<file path="src/rtl/dmem_lsu.sv">
// rtl/dmem_lsu.sv - load/store unit driving four byte-lane data-memory banks
// Optional DMEM_LSU_MISALIGNED_EN: misaligned half/word accesses complete instead of erroring.
`timescale 1ns/1ps
module dmem_lsu #(
  parameter int ADDR_WIDTH = 8
) (
  input  logic                        CLK,
  input  logic                        RST,
  input  logic                        REQ_VALID,
  output logic                        REQ_READY,
  input  logic                        REQ_WE,
  input  logic [1:0]                  REQ_SIZE,
  input  logic                        REQ_UNSIGNED,
  input  logic [ADDR_WIDTH-1:0]       REQ_ADDR,
  input  logic [31:0]                 REQ_WDATA,
  output logic                        RESP_VALID,
  output logic [31:0]                 RESP_RDATA,
  output logic                        RESP_ERR,
  output logic [4*(ADDR_WIDTH-2)-1:0] BANK_ADDR,
  output logic [3:0]                  BANK_WE,
  output logic [3:0]                  BANK_RE,
  output logic [31:0]                 BANK_DIN,
  input  logic [31:0]                 BANK_DOUT
);

  localparam int AW = ADDR_WIDTH - 2;

  typedef enum logic [1:0] {S_IDLE, S_ISSUE, S_CAPTURE, S_RESP} state_t;

  state_t r_state;
  state_t w_next;

  logic                  r_we;
  logic [1:0]            r_size;
  logic                  r_uns;
  logic [1:0]            r_off;
  logic                  r_err;
  logic [3:0]            r_bank_we;
  logic [3:0]            r_bank_re;
  logic [3:0][AW-1:0]    r_bank_addr;
  logic [3:0][7:0]       r_bank_din;
  logic                  r_resp_valid;
  logic [31:0]           r_resp_rdata;
  logic                  r_resp_err;

  logic                  w_accept;
  logic [1:0]            w_off;
  logic [AW-1:0]         w_idx;
  logic [AW-1:0]         w_idx_inc;
  logic [2:0]            w_nbytes;
  logic                  w_err;
  logic [3:0][1:0]       w_k;
  logic [3:0]            w_touch;
  logic [3:0][AW-1:0]    w_lane_idx;
  logic [3:0][7:0]       w_lane_din;
  logic [3:0][1:0]       w_sel;
  logic [3:0][7:0]       w_rot;
  logic [31:0]           w_ldata;

  always_ff @(posedge CLK) begin
    if (RST) r_state <= S_IDLE;
    else     r_state <= w_next;
  end

  always_comb begin
    w_next    = r_state;
    REQ_READY = 1'b0;
    case (r_state)
      S_IDLE: begin
        REQ_READY = !RST;
        if (REQ_VALID && !RST) w_next = S_ISSUE;
      end
      S_ISSUE:   w_next = (r_we || r_err) ? S_RESP : S_CAPTURE;
      S_CAPTURE: w_next = S_RESP;
      default:   w_next = S_IDLE;
    endcase
  end

  assign w_accept = REQ_VALID && REQ_READY;

  // Byte k of the access lands on lane (A+k)[1:0]; lanes below the start offset sit in the next word.
  always_comb begin
    w_off     = REQ_ADDR[1:0];
    w_idx     = REQ_ADDR[ADDR_WIDTH-1:2];
    w_idx_inc = w_idx + AW'(1);
    case (REQ_SIZE)
      2'b00:   w_nbytes = 3'd1;
      2'b01:   w_nbytes = 3'd2;
      default: w_nbytes = 3'd4;
    endcase
`ifdef DMEM_LSU_MISALIGNED_EN
    w_err = (REQ_SIZE == 2'b11);
`else
    w_err = (REQ_SIZE == 2'b11) ||
            (REQ_SIZE == 2'b01 && w_off[0]) ||
            (REQ_SIZE == 2'b10 && w_off != 2'b00);
`endif
    for (int l = 0; l < 4; l++) begin
      w_k[l]        = 2'(l) - w_off;
      w_touch[l]    = !w_err && ({1'b0, w_k[l]} < w_nbytes);
      w_lane_idx[l] = (2'(l) < r_off_dummy(w_off)) ? w_idx_inc : w_idx;
      w_lane_din[l] = REQ_WDATA[8*w_k[l] +: 8];
    end
  end

  function automatic logic [1:0] r_off_dummy(input logic [1:0] off);
    return off;
  endfunction

  always_comb begin
    for (int k = 0; k < 4; k++) begin
      w_sel[k] = r_off + 2'(k);
      w_rot[k] = BANK_DOUT[8*w_sel[k] +: 8];
    end
    case (r_size)
      2'b00:   w_ldata = r_uns ? {24'd0, w_rot[0]} : {{24{w_rot[0][7]}}, w_rot[0]};
      2'b01:   w_ldata = r_uns ? {16'd0, w_rot[1], w_rot[0]}
                               : {{16{w_rot[1][7]}}, w_rot[1], w_rot[0]};
      default: w_ldata = w_rot;
    endcase
  end

  always_ff @(posedge CLK) begin
    if (RST) begin
      r_we         <= 1'b0;
      r_size       <= 2'b00;
      r_uns        <= 1'b0;
      r_off        <= 2'b00;
      r_err        <= 1'b0;
      r_bank_we    <= '0;
      r_bank_re    <= '0;
      r_bank_addr  <= '0;
      r_bank_din   <= '0;
      r_resp_valid <= 1'b0;
      r_resp_rdata <= '0;
      r_resp_err   <= 1'b0;
    end else begin
      // Enables live for exactly the ISSUE cycle; untouched lanes keep their last addr/din.
      r_bank_we <= '0;
      r_bank_re <= '0;
      if (w_accept) begin
        r_we      <= REQ_WE;
        r_size    <= REQ_SIZE;
        r_uns     <= REQ_UNSIGNED;
        r_off     <= w_off;
        r_err     <= w_err;
        r_bank_we <= REQ_WE ? w_touch : 4'b0000;
        r_bank_re <= REQ_WE ? 4'b0000 : w_touch;
        for (int l = 0; l < 4; l++) begin
          if (w_touch[l]) begin
            r_bank_addr[l] <= w_lane_idx[l];
            if (REQ_WE) r_bank_din[l] <= w_lane_din[l];
          end
        end
      end
      r_resp_valid <= (w_next == S_RESP);
      if (r_state == S_ISSUE && (r_we || r_err)) begin
        r_resp_rdata <= '0;
        r_resp_err   <= r_err;
      end
      if (r_state == S_CAPTURE) begin
        r_resp_rdata <= w_ldata;
        r_resp_err   <= 1'b0;
      end
    end
  end

  assign BANK_WE    = r_bank_we & {4{!RST}};
  assign BANK_RE    = r_bank_re & {4{!RST}};
  assign BANK_ADDR  = r_bank_addr;
  assign BANK_DIN   = r_bank_din;
  assign RESP_VALID = r_resp_valid;
  assign RESP_RDATA = r_resp_rdata;
  assign RESP_ERR   = r_resp_err;

endmodule
</file>
<file path="config.mk">
export PLATFORM = sky130hd
export DESIGN_NAME = dmem_lsu
export DESIGN_NICKNAME = d
export VERILOG_FILES = /design/src/rtl/dmem_lsu.sv
export SDC_FILE = /design/constraint.sdc
export NUM_CORES = 1
export LEC_CHECK = 0
export ABC_AREA = 0
export ABC_CLOCK_PERIOD_IN_PS = 10400
export CORE_MARGIN = 2
export CORE_UTILIZATION = 42
export DETAILED_ROUTE_END_ITERATION = 7
export PLACE_DENSITY = 0.73
export SLEW_MARGIN = 5
export SYNTH_ARGS = -nofsm -noshare
export SYNTH_HDL_FRONTEND = slang
export SYNTH_SLANG_ARGS = --single-unit
</file>
<file path="constraint.sdc">
create_clock -name CLK -period 10.4 [get_ports CLK]
set_input_delay 2.08 -clock CLK [delete_from_list [all_inputs] [get_ports CLK]]
set_output_delay 2.08 -clock CLK [all_outputs]
set_load 0.01 [all_outputs]
</file>
# Yosys cells after proc, flatten, opt, wreduce, memory -nomap -nowiden
# Index checks and enable logic that the tools add are counted.
# W data, S select, Z words.
# word_totals
inputBits	79
regBits	107
# op_classes
n_addsub	8
mux	14
n_bitwise	4
shifts	8
eq_ne	7
n_reduce_logical	30
magnitude_cmp	8
# op_table
op	count
$shiftx A32 B6 Y8	8
$mux W32	4
$pmux W32 S2	1
$mux W6	4
$lt A2 B3 Y1	4
$reduce_and A3 Y1	4
$logic_and A1 B1 Y1	9
$and A4 B4 Y4	2
$eq A2 B2 Y1 const B	4
$reduce_and A2 Y1	4
$add A6 B1 Y6 const B	1
$eq A2 B1 Y1 const B	3
$logic_not A2 Y1	3
$pmux W2 S3	1
$pmux W3 S2	1
$reduce_or A3 Y1	2
$add A2 B2 Y2 const B	2
$lt A1 B2 Y1 const A	2
$lt A2 B2 Y1 const A	2
$reduce_bool A2 Y1	2
$sub A1 B2 Y2 const A	2
$sub A2 B2 Y2 const A	2
$logic_or A1 B1 Y1	3
$add A2 B1 Y2 const B	1
other kinds (5)	8

# Logic depth before layout (Yosys ltp)
# Gate-level depths: netlist of run 1.
# logic_depth
ltp_word	7
mapped_depth	12
mapped_depth_nobuf	8

# Least setup slack after synthesis of run 1
# No wires, ideal clock.
# synth_path
path_kind	in2reg
start	input port REQ_ADDR[1]
end	register r_bank_addr (netlist bit BANK_ADDR[16])
arrival_time_ns	4.940
setup_slack_ns	5.370
t_required_ns	10.309
cell_stages	11
setup_time_ns	0.091
n_path_buf	3
cell_sequence	buf_1 -> clkinv_1 -> ha_1 -> clkbuf_1 -> inv_2 -> ha_1 -> o21a_1 -> o21bai_1 -> clkbuf_1 -> a21oi_1 -> a311oi_1
# synth_between
elab_chain_cells	6
elab_cells_between_ends	10
cone_classes	add/sub: 1; order compare: 2; mux: 1; reduce/logical: 6
# synth_lines
item	line	rtl
start, declared	14	input logic [ADDR_WIDTH-1:0] REQ_ADDR,
parallel branches: the longest is 6 deep, another holds $lt A2 B3 Y1	-	
end signal, assigned by index	151	r_bank_addr[l] <= w_lane_idx[l];
end, declared	40	logic [3:0][AW-1:0] r_bank_addr;
# Several ways; the timed one is not identified.
# A chain may end at the register's enable or synchronous reset.

# Worst setup path in the final report of run 1
# layout_path
start	input port RST
end	output port REQ_READY
# layout_between
elab_chain_cells	2
# layout_lines
item	line	rtl
start, declared	8	input logic RST,
$logic_not A1 Y1	70	REQ_READY = !RST;
$mux W1	68	case (r_state)
end, declared	10	output logic REQ_READY,
# No other way between the ends.

==> results of run 1 <==
## worst reg2reg max path, cell delays in order (launching register included)
cell and delay (ps):
dfxtp_1 340, inv_1 90, ha_1 210, and3b_1 340
o21a_1 960, o21ai_1 570, mux2_2 430
## worst max path at each step
stage	start	end	slack (ps)	cells after the start
after floorplan	REQ_ADDR[1]	BANK_ADDR[16]	5370	11
after global placement	REQ_ADDR[1]	BANK_DIN[18]	4310	10
after detailed placement	REQ_ADDR[1]	BANK_DIN[20]	4130	10
after CTS	RST	REQ_READY	4420	4
after global routing	REQ_ADDR[1]	BANK_DIN[20]	4090	10
final	RST	REQ_READY	4440	4
## flip-flops by register name, indices dropped and copies added (netlist names), 2 cells and up
signal      count
r_size          2
BANK_ADDR      24
BANK_DIN       32
r_state         2
r_off           2
r_bank_re       4
RESP_RDATA     32
r_bank_we       4
## metrics by stage
stage	instances	area, um^2
2_1_floorplan	628	5794
3_3_place_gp	934	7592
3_5_place_dp	934	7592
4_1_cts	950	7903
5_1_grt	950	7903
6_report	950	7903
## where the power goes
part,total [W],switching (W),internal (W)
logic,0.000438,0.000218,0.000220
registers,0.000517,0.0000501,0.000467
clock network,0.000361,0.000151,0.000210
total,0.00132,0.000419,0.000897
## cells by family after synthesis
family | synth area share (%)
buf+inv | 4.232
flops | 36.97
fa+ha+maj | 2.375
compound gates | 15.44
mux | 23.41
xor+xnor | 2.267
simple gates | 15.31
## metal layers
metal / GRT usage, % / vias to the layer above / wire [um]
li1: - / 2535 / -
met1: 29.84 / 2349 / 7550
met2: 35.78 / 202 / 7396
met3: 6.344 / 23 / 1359
met4: 7.256 / 0 / 340
met5: 0 / - / 0
## final cells by class
| type | instances | share of cell area [%] |
|---|---|---|
| multi-input combinational | 463 | 43.16 |
| sequential | 107 | 27.12 |
| timing repair buffer | 181 | 22.67 |
| clock buffer | 11 | 2.945 |
| tap | 176 | 2.787 |
| clock inverter | 5 | 0.9816 |
| inverter | 7 | 0.3325 |
## layout by cell type (no fill, tap or decap), types with 9 or more instances in the layout
| master | synthesis | routed |
|---|---|---|
| nand2b_1 | 39 | 39 |
| nor2_1 | 21 | 21 |
| nand4_1 | 12 | 12 |
| xor2_1 | 11 | 11 |
| nor2b_1 | 20 | 20 |
| dfxtp_1 | 107 | 106 |
| o22ai_1 | 15 | 15 |
| mux2_2 | 38 | 38 |
| nand2_1 | 61 | 61 |
| a311oi_1 | 17 | 17 |
| ha_1 | 11 | 11 |
| o21ai_0 | 30 | 30 |
| clkbuf_16 | 0 | 9 |
| mux2i_1 | 86 | 86 |
| clkdlybuf4s50_1 | 0 | 175 |
| a21oi_1 | 44 | 43 |
==> flow_summary.yaml, run 1 <==
timing:
  rsz0062_at_grt: "no"
  fin_crit_ps: 5964
  fin_skew_ps: 6.340
  finalWorstSetupSlack_ps: 4436
  hold_ws_ps: 460.6
  hold_viol: 0
  setup_violations: 0
  fmax_ghz: 0.1677
  tightest_slew_ps: 1156
  max_slew_margin_pct: 22.90
  tns_ps: 0
  fin_crit_sh_pct: 57.35
  maxSlewViolCount: 0
logic_synthesis:
  synth-main-ff-cell: "dfxtp_1"
  ys_top_cells_by_count: "dfxtp_1 (107), mux2i_1 (86), nand2_1 (61)"
  yosysMostFrequentCell: "dfxtp_1"
  synth_edf_count: 0
  synth.top_cells.by_area: "dfxtp_1 (37%), mux2i_1 (15%), mux2_2 (7.4%)"
  syn_inst: 628
  ys_seq_area_share_pct: 36.97
  syn-cell-area_um2: 5794
  async_flop_share_pct: 0
  ys_ff_latch: 107
  syn_avg_cell_area_um2: 9.227
  netlist-cell-type-count: 42
  yosysTopAreaCellShare_pct: 36.97
  synth_warnings: 0
  synth_top_area_cell: "dfxtp_1"
  syn_nets: 718
finish:
  seqCellArea_um2: 2143
  fill_cells: 1147
  drive_above_1_share_pct: 9.819
  final_core_util_pct: 59.21
  multi_input_area_um2: 3411
  fin_nets: 859
  antenna-diode-count: 0
  syn_to_final_growth_pct: 36.39
clocking:
  post_cts_buffers: 0
  cts_tree: "yes"
  cts_max_level: 3
  cts_buffer_depth: 2
  cts_resized: 0
  cts.sinks: 107
  clock_latency_ps: 350
  cts-buffers-inserted: 9
  hold_buffers: 0
  clkTransAtPathRegs_ps: 60
  root_buffer: "clkbuf_16"
hold_path:
  hold-path-cell-count: 2
  hold_path_class: "flop to flop"
  holdPathEnd: "RESP_RDATA[8]"
  worstHoldStart: "RESP_RDATA[8]"
grt:
  grt_overflow: 0
  grt_antenna_before_repair: 0
  grt_pass1_wl_um: 26080
  grt_pass1_vias: 5015
  groute.usage.overall_pct: 22.62
  grt_start_max_net_pins: 50
setup_path:
  slowest_stage: "buf_2"
  r2r_end: "BANK_ADDR[21]"
  critical_path_required_ps: 8320
  crit_arrival_ps: 3880
  path_max_fanout: 49
  critical_path.startpoint_type: "primary input"
  slowest_delay_ps: 640
  cp_cell_sequence: "buf_2 -> buf_4 -> nor2b_1 -> clkdlybuf4s50_1"
  cp_top_family: "buffers and inverters"
  reg2regPathDepth: 6
  cp-end-kind: "output pin"
  r2r-start: "r_state[0]"
  critPathBufInv: 3
  path_class: "primary input to output pin"
  r2r_slack_ps: 7360
place:
  place_congestion: 0.9283
  io_buffer_count: 177
  dp_slack_ps: 4127
  dpl.hpwl_um: 12510
route:
  num_vias: 5109
  drtIter0Drc: 354
  first_pass_iters: 5
  final_antenna_net_count: 0
  drt_wl_total_um: 16650
  post_drt_wl_per_cell_um: 17.52
  vias_per_cell: 5.378
  drc: 0
status:
  status: "finished clean"
floorplan:
  rows: 42
  core-area_um2: 13350
  initial_core_util_pct: 43.41
  ios: 178
  fp.dieW_um: 121.5
  die_y_um: 121.5
  die-area_um2: 14750
power_and_ir_drop:
  finalPower_w: 0.001317
  p_per_area_nw_per_um2: 166.6
  max-vdd-ir-drop_mv: 0.06677
  p_leak_nw: 2.946
run:
  max_cap_viol_count: 0
(Power assumes the default switching activity.)
==> run 2: changes to the inputs <==
ABC_CLOCK_PERIOD_IN_PS = 4800   (was 10400)
PLACE_DENSITY = 0.76   (was 0.73)
clock period = 4.8 ns   (was 10.4 ns; I/O delays follow)
==> run 2 against run 1 <==
Effect of this change:
- critical path depth is 4 higher
- critical path type is now primary input to flop
- clock power increased by 110%
- first-iteration DRC count decreased by 21%
- final cell count is 0.42% higher
- global-route usage is 0.56 points lower
- routed wire length fell by 0.17%
==> flow_summary.yaml, run 2 (same netlist as run 1, synthesis figures left out) <==
status:
  status: "finished clean"
grt:
  grt_pass1_vias: 5026
  grt_pass1_wl_um: 25860
  grt_start_max_net_pins: 45
  grt_overflow: 0
  groute.usage.overall_pct: 22.05
  grt_antenna_before_repair: 0
finish:
  syn_to_final_growth_pct: 36.60
  most-common-layout-cells: "clkdlybuf4s50_1 (175), dfxtp_1 (106), mux2i_1 (86)"
  final_common_cell: "clkdlybuf4s50_1"
  instances_no_fill: 954
  fin_nets: 863
  drive_above_1_share_pct: 10.15
  antenna-diode-count: 0
  fill_cells: 1167
setup_path:
  path_max_fanout: 12
  path_class: "primary input to flop"
  cp_common_cell: "ha_1"
  crit_arrival_ps: 4400
  cp-end-kind: "flop"
  reg2regPathDepth: 3
  cp_cell_sequence: "clkdlybuf4s50_1 -> clkinv_1 -> ha_1 -> ha_1 -> o21a_1 -> o21bai_1 -> nand2_1 -> mux2i_1"
  r2r_slack_ps: 2210
  slowest_stage: "ha_1"
  r2r_end: "RESP_RDATA[27]"
  r2r-start: "r_off[0]"
  critical_path_required_ps: 5060
  critical_path.startpoint_type: "primary input"
  slowest_delay_ps: 740
floorplan:
  ios: 178
  fp.dieW_um: 121.5
  die-area_um2: 14750
  rows: 42
  core-area_um2: 13350
  initial_core_util_pct: 43.41
  die_y_um: 121.5
route:
  drtIter0Drc: 280
  num_vias: 5183
  vias_per_cell: 5.433
  drc: 0
  final_antenna_net_count: 0
  first_pass_iters: 6
  post_drt_wl_per_cell_um: 17.42
  drt_wl_total_um: 16620
timing:
  tns_ps: 0
  maxSlewViolCount: 0
  max_slew_margin_pct: 19.99
  fin_skew_ps: 5.671
  fmax_ghz: 0.2418
  tightest_slew_ps: 1198
  setup_violations: 0
  fin_crit_ps: 4135
  hold_ws_ps: 457.8
  fin_crit_sh_pct: 86.15
  finalWorstSetupSlack_ps: 664.9
  rsz0062_at_grt: "no"
  hold_viol: 0
power_and_ir_drop:
  max-vdd-ir-drop_mv: 0.1933
  finalPower_w: 0.002820
  p_leak_nw: 2.954
  p_per_area_nw_per_um2: 356.3
place:
  dpl.hpwl_um: 12630
  dp_slack_ps: 334.6
  place_congestion: 0.9550
  dp_cells: 938
  io_buffer_count: 177
clocking:
  post_cts_buffers: 0
  cts_resized: 0
  cts-buffers-inserted: 9
  hold_buffers: 0
  cts.sinks: 107
  root_buffer: "clkbuf_16"
  cts_buffer_depth: 2
  cts_tree: "yes"
  clkTransAtPathRegs_ps: 70
  clock_latency_ps: 350
  cts_max_level: 3
hold_path:
  holdPathEnd: "RESP_RDATA[2]"
  hold_path_class: "flop to flop"
  hold-path-cell-count: 2
  worstHoldStart: "RESP_RDATA[2]"
run:
  max_cap_viol_count: 0
## run 2: cell count changes in the layout (fill, tap and decap cells not counted)
cell,change
a21oi_1,+1
a21oi_2,-1
buf_4,+4
bufinv_16,-1
clkbuf_8,+1
clkinv_2,-1
clkinvlp_4,+1
## run 2: cell type report
cell class                 instances  area (um^2)  area share, %
timing repair buffer             185         1822          23.02
tap                              176        220.2          2.782
clock inverter                     4        50.05         0.6323
multi-input combinational        463         3407          43.04
inverter                           7        26.28         0.3320
sequential                       107         2143          27.08
clock buffer                      12        246.5          3.114
## run 2: critical path, delay by kind of cell
kind	cells	cell delay, ps
fa+ha+maj	2	1070
simple gates	1	510
compound gates	2	740
mux	1	310
buf+inv	2	810
## run 2: routing by layer
| layer | global-route usage [%] | vias to the layer above | part of all wire [%] |
|---|---|---|---|
| li1 | - | 2550 | - |
| met1 | 29.19 | 2407 | 44 |
| met2 | 35.96 | 202 | 47 |
| met3 | 4.464 | 24 | 7.2 |
| met4 | 7.256 | 0 | 1.7 |
| met5 | 0 | - | 0 |
## run 2: how the worst max path moves through the flow
stage / slack, ps / cells past startpoint / start / endpoint
finish: 660 / 8 / REQ_ADDR[1] / BANK_DIN[6]
global route: 300 / 8 / REQ_ADDR[1] / BANK_DIN[6]
CTS: 650 / 8 / REQ_ADDR[1] / BANK_DIN[6]
detailed placement: 330 / 8 / REQ_ADDR[1] / BANK_DIN[6]
global placement: 490 / 8 / REQ_ADDR[1] / BANK_DIN[2]
floorplan: 890 / 11 / REQ_ADDR[1] / BANK_ADDR[16]
## run 2: through the flow
step | cell area [um^2] | util [%]
final | 7915 | 59.30
after global routing | 7915 | 59.30
after CTS | 7915 | 59.30
after detailed placement | 7619 | 57.08
after global placement | 7619 | 57.08
after floorplan | 5794 | -
## run 2: power breakdown
group	leakage [nW]	switching, W	internal [W]
registers	0.869	0.000124	0.00101
clock network	0.139	0.000328	0.000419
logic	1.95	0.000458	0.000479
total	2.95	0.000911	0.00191
==> run 3: changes to the inputs <==
PLACE_DENSITY = 0.74   (was 0.76)
==> run 3 against run 2 <==
Effect of this change:
- register-to-register slack got worse by 20 ps
- count of clock-buffer cells in the layout fell by 2
- largest power group unchanged
- core utilization rose by 0.24 points
==> flow_summary.yaml, run 3 (same netlist as run 1, synthesis figures left out) <==
hold_path:
  hold_path_class: "flop to flop"
  hold-path-cell-count: 2
  worstHoldStart: "RESP_RDATA[5]"
  holdPathEnd: "RESP_RDATA[5]"
clocking:
  root_buffer: "clkbuf_16"
  clock_latency_ps: 350
  cts_resized: 0
  post_cts_buffers: 0
  clkTransAtPathRegs_ps: 70
  cts_tree: "yes"
  hold_buffers: 0
  cts-buffers-inserted: 9
  cts.sinks: 107
  cts_buffer_depth: 2
  cts_max_level: 3
place:
  dp_cells: 937
  dpl.hpwl_um: 12610
  place_congestion: 0.9631
  dp_slack_ps: 244.1
  io_buffer_count: 177
timing:
  max_slew_margin_pct: 20.19
  hold_ws_ps: 457.3
  rsz0062_at_grt: "no"
  fmax_ghz: 0.2382
  tightest_slew_ps: 1196
  setup_violations: 0
  maxSlewViolCount: 0
  tns_ps: 0
  fin_crit_sh_pct: 87.45
  fin_crit_ps: 4198
  fin_skew_ps: 8.050
  hold_viol: 0
  finalWorstSetupSlack_ps: 602.3
power_and_ir_drop:
  max-vdd-ir-drop_mv: 0.1862
  finalPower_w: 0.002894
  p_per_area_nw_per_um2: 364.1
  p_leak_nw: 2.971
finish:
  instances_no_fill: 953
  drive_above_1_share_pct: 10.42
  fin_nets: 862
  antenna-diode-count: 0
  final_common_cell: "clkdlybuf4s50_1"
  most-common-layout-cells: "clkdlybuf4s50_1 (175), dfxtp_1 (106), mux2i_1 (86)"
  syn_to_final_growth_pct: 37.16
floorplan:
  fp.dieW_um: 121.5
  rows: 42
  core-area_um2: 13350
  initial_core_util_pct: 43.41
  die_y_um: 121.5
  ios: 178
  die-area_um2: 14750
route:
  num_vias: 5261
  drc: 0
  first_pass_iters: 6
  drt_wl_total_um: 16690
  final_antenna_net_count: 0
  drtIter0Drc: 379
  vias_per_cell: 5.520
  post_drt_wl_per_cell_um: 17.51
grt:
  grt_overflow: 0
  grt_pass1_vias: 5179
  groute.usage.overall_pct: 22.72
  grt_pass1_wl_um: 26830
  grt_antenna_before_repair: 0
  grt_start_max_net_pins: 39
setup_path:
  critical_path_required_ps: 5060
  path_class: "primary input to flop"
  r2r_slack_ps: 2190
  critical_path.startpoint_type: "primary input"
  r2r_end: "RESP_RDATA[30]"
  cp-end-kind: "flop"
  path_max_fanout: 12
  reg2regPathDepth: 3
  crit_arrival_ps: 4460
  r2r-start: "r_off[0]"
run:
  max_cap_viol_count: 0
status:
  status: "finished clean"
-- run 3: changes by cell type in the layout (fill, tap and decap cells not counted), sizes merged --
cell      previous run  this run
clkinvlp             2         1
buf                 10         9
clkbuf              12        10
inv                  6         9
bufinv               1         2
clkinv               2         1
-- run 3: routing by layer --
layer	part of all wire (%)	vias up	GRT usage, %
met2	47	221	37.75
met4	1.7	0	5.819
li1	-	2544	-
met5	0	-	0
met3	8.3	23	6.297
met1	43	2473	29.12
-- run 3: power breakdown --
group	switching (W)	leakage, nW	internal, W	total, W
clock	0.000345	0.160	0.000477	0.000823
combinational	0.000457	1.94	0.000478	0.000935
sequential	0.000125	0.869	0.00101	0.00114
total	0.000927	2.97	0.00197	0.00289
-- run 3: worst max path at each step --
stage	from	endpoint	slack [ps]	cells after the start
after floorplan	REQ_ADDR[1]	BANK_ADDR[16]	890	11
after global placement	REQ_ADDR[1]	BANK_DIN[5]	470	8
after detailed placement	REQ_ADDR[1]	BANK_DIN[4]	240	8
after CTS	REQ_ADDR[1]	BANK_DIN[4]	610	8
after global routing	REQ_ADDR[1]	BANK_DIN[4]	330	8
final	REQ_ADDR[1]	BANK_DIN[4]	600	8
-- run 3: final cells by class --
class | instances | area, um^2
inverter | 7 | 26.28
fill | 1191 | 5400
clock inverter | 6 | 93.84
sequential | 107 | 2143
clock buffer | 10 | 239.0
multi-input combinational | 463 | 3411
timing repair buffer | 184 | 1814
tap | 176 | 220.2
-- run 3: stage by stage --
| stage | utilization, % | instance area [um^2] |
|---|---|---|
| finish | 59.54 | 7948 |
| detailed placement | 57.05 | 7615 |
| global route | 59.54 | 7948 |
| global placement | 57.05 | 7615 |
| floorplan | - | 5794 |
| CTS | 59.54 | 7948 |
-- run 3: worst max-delay path: stages --
cell and delay (ps):
clkdlybuf4s50_1 520, clkinv_1 320, ha_1 740, ha_1 330, o21a_1 120, o21bai_1 610, nand2_1 520, mux2i_1 320
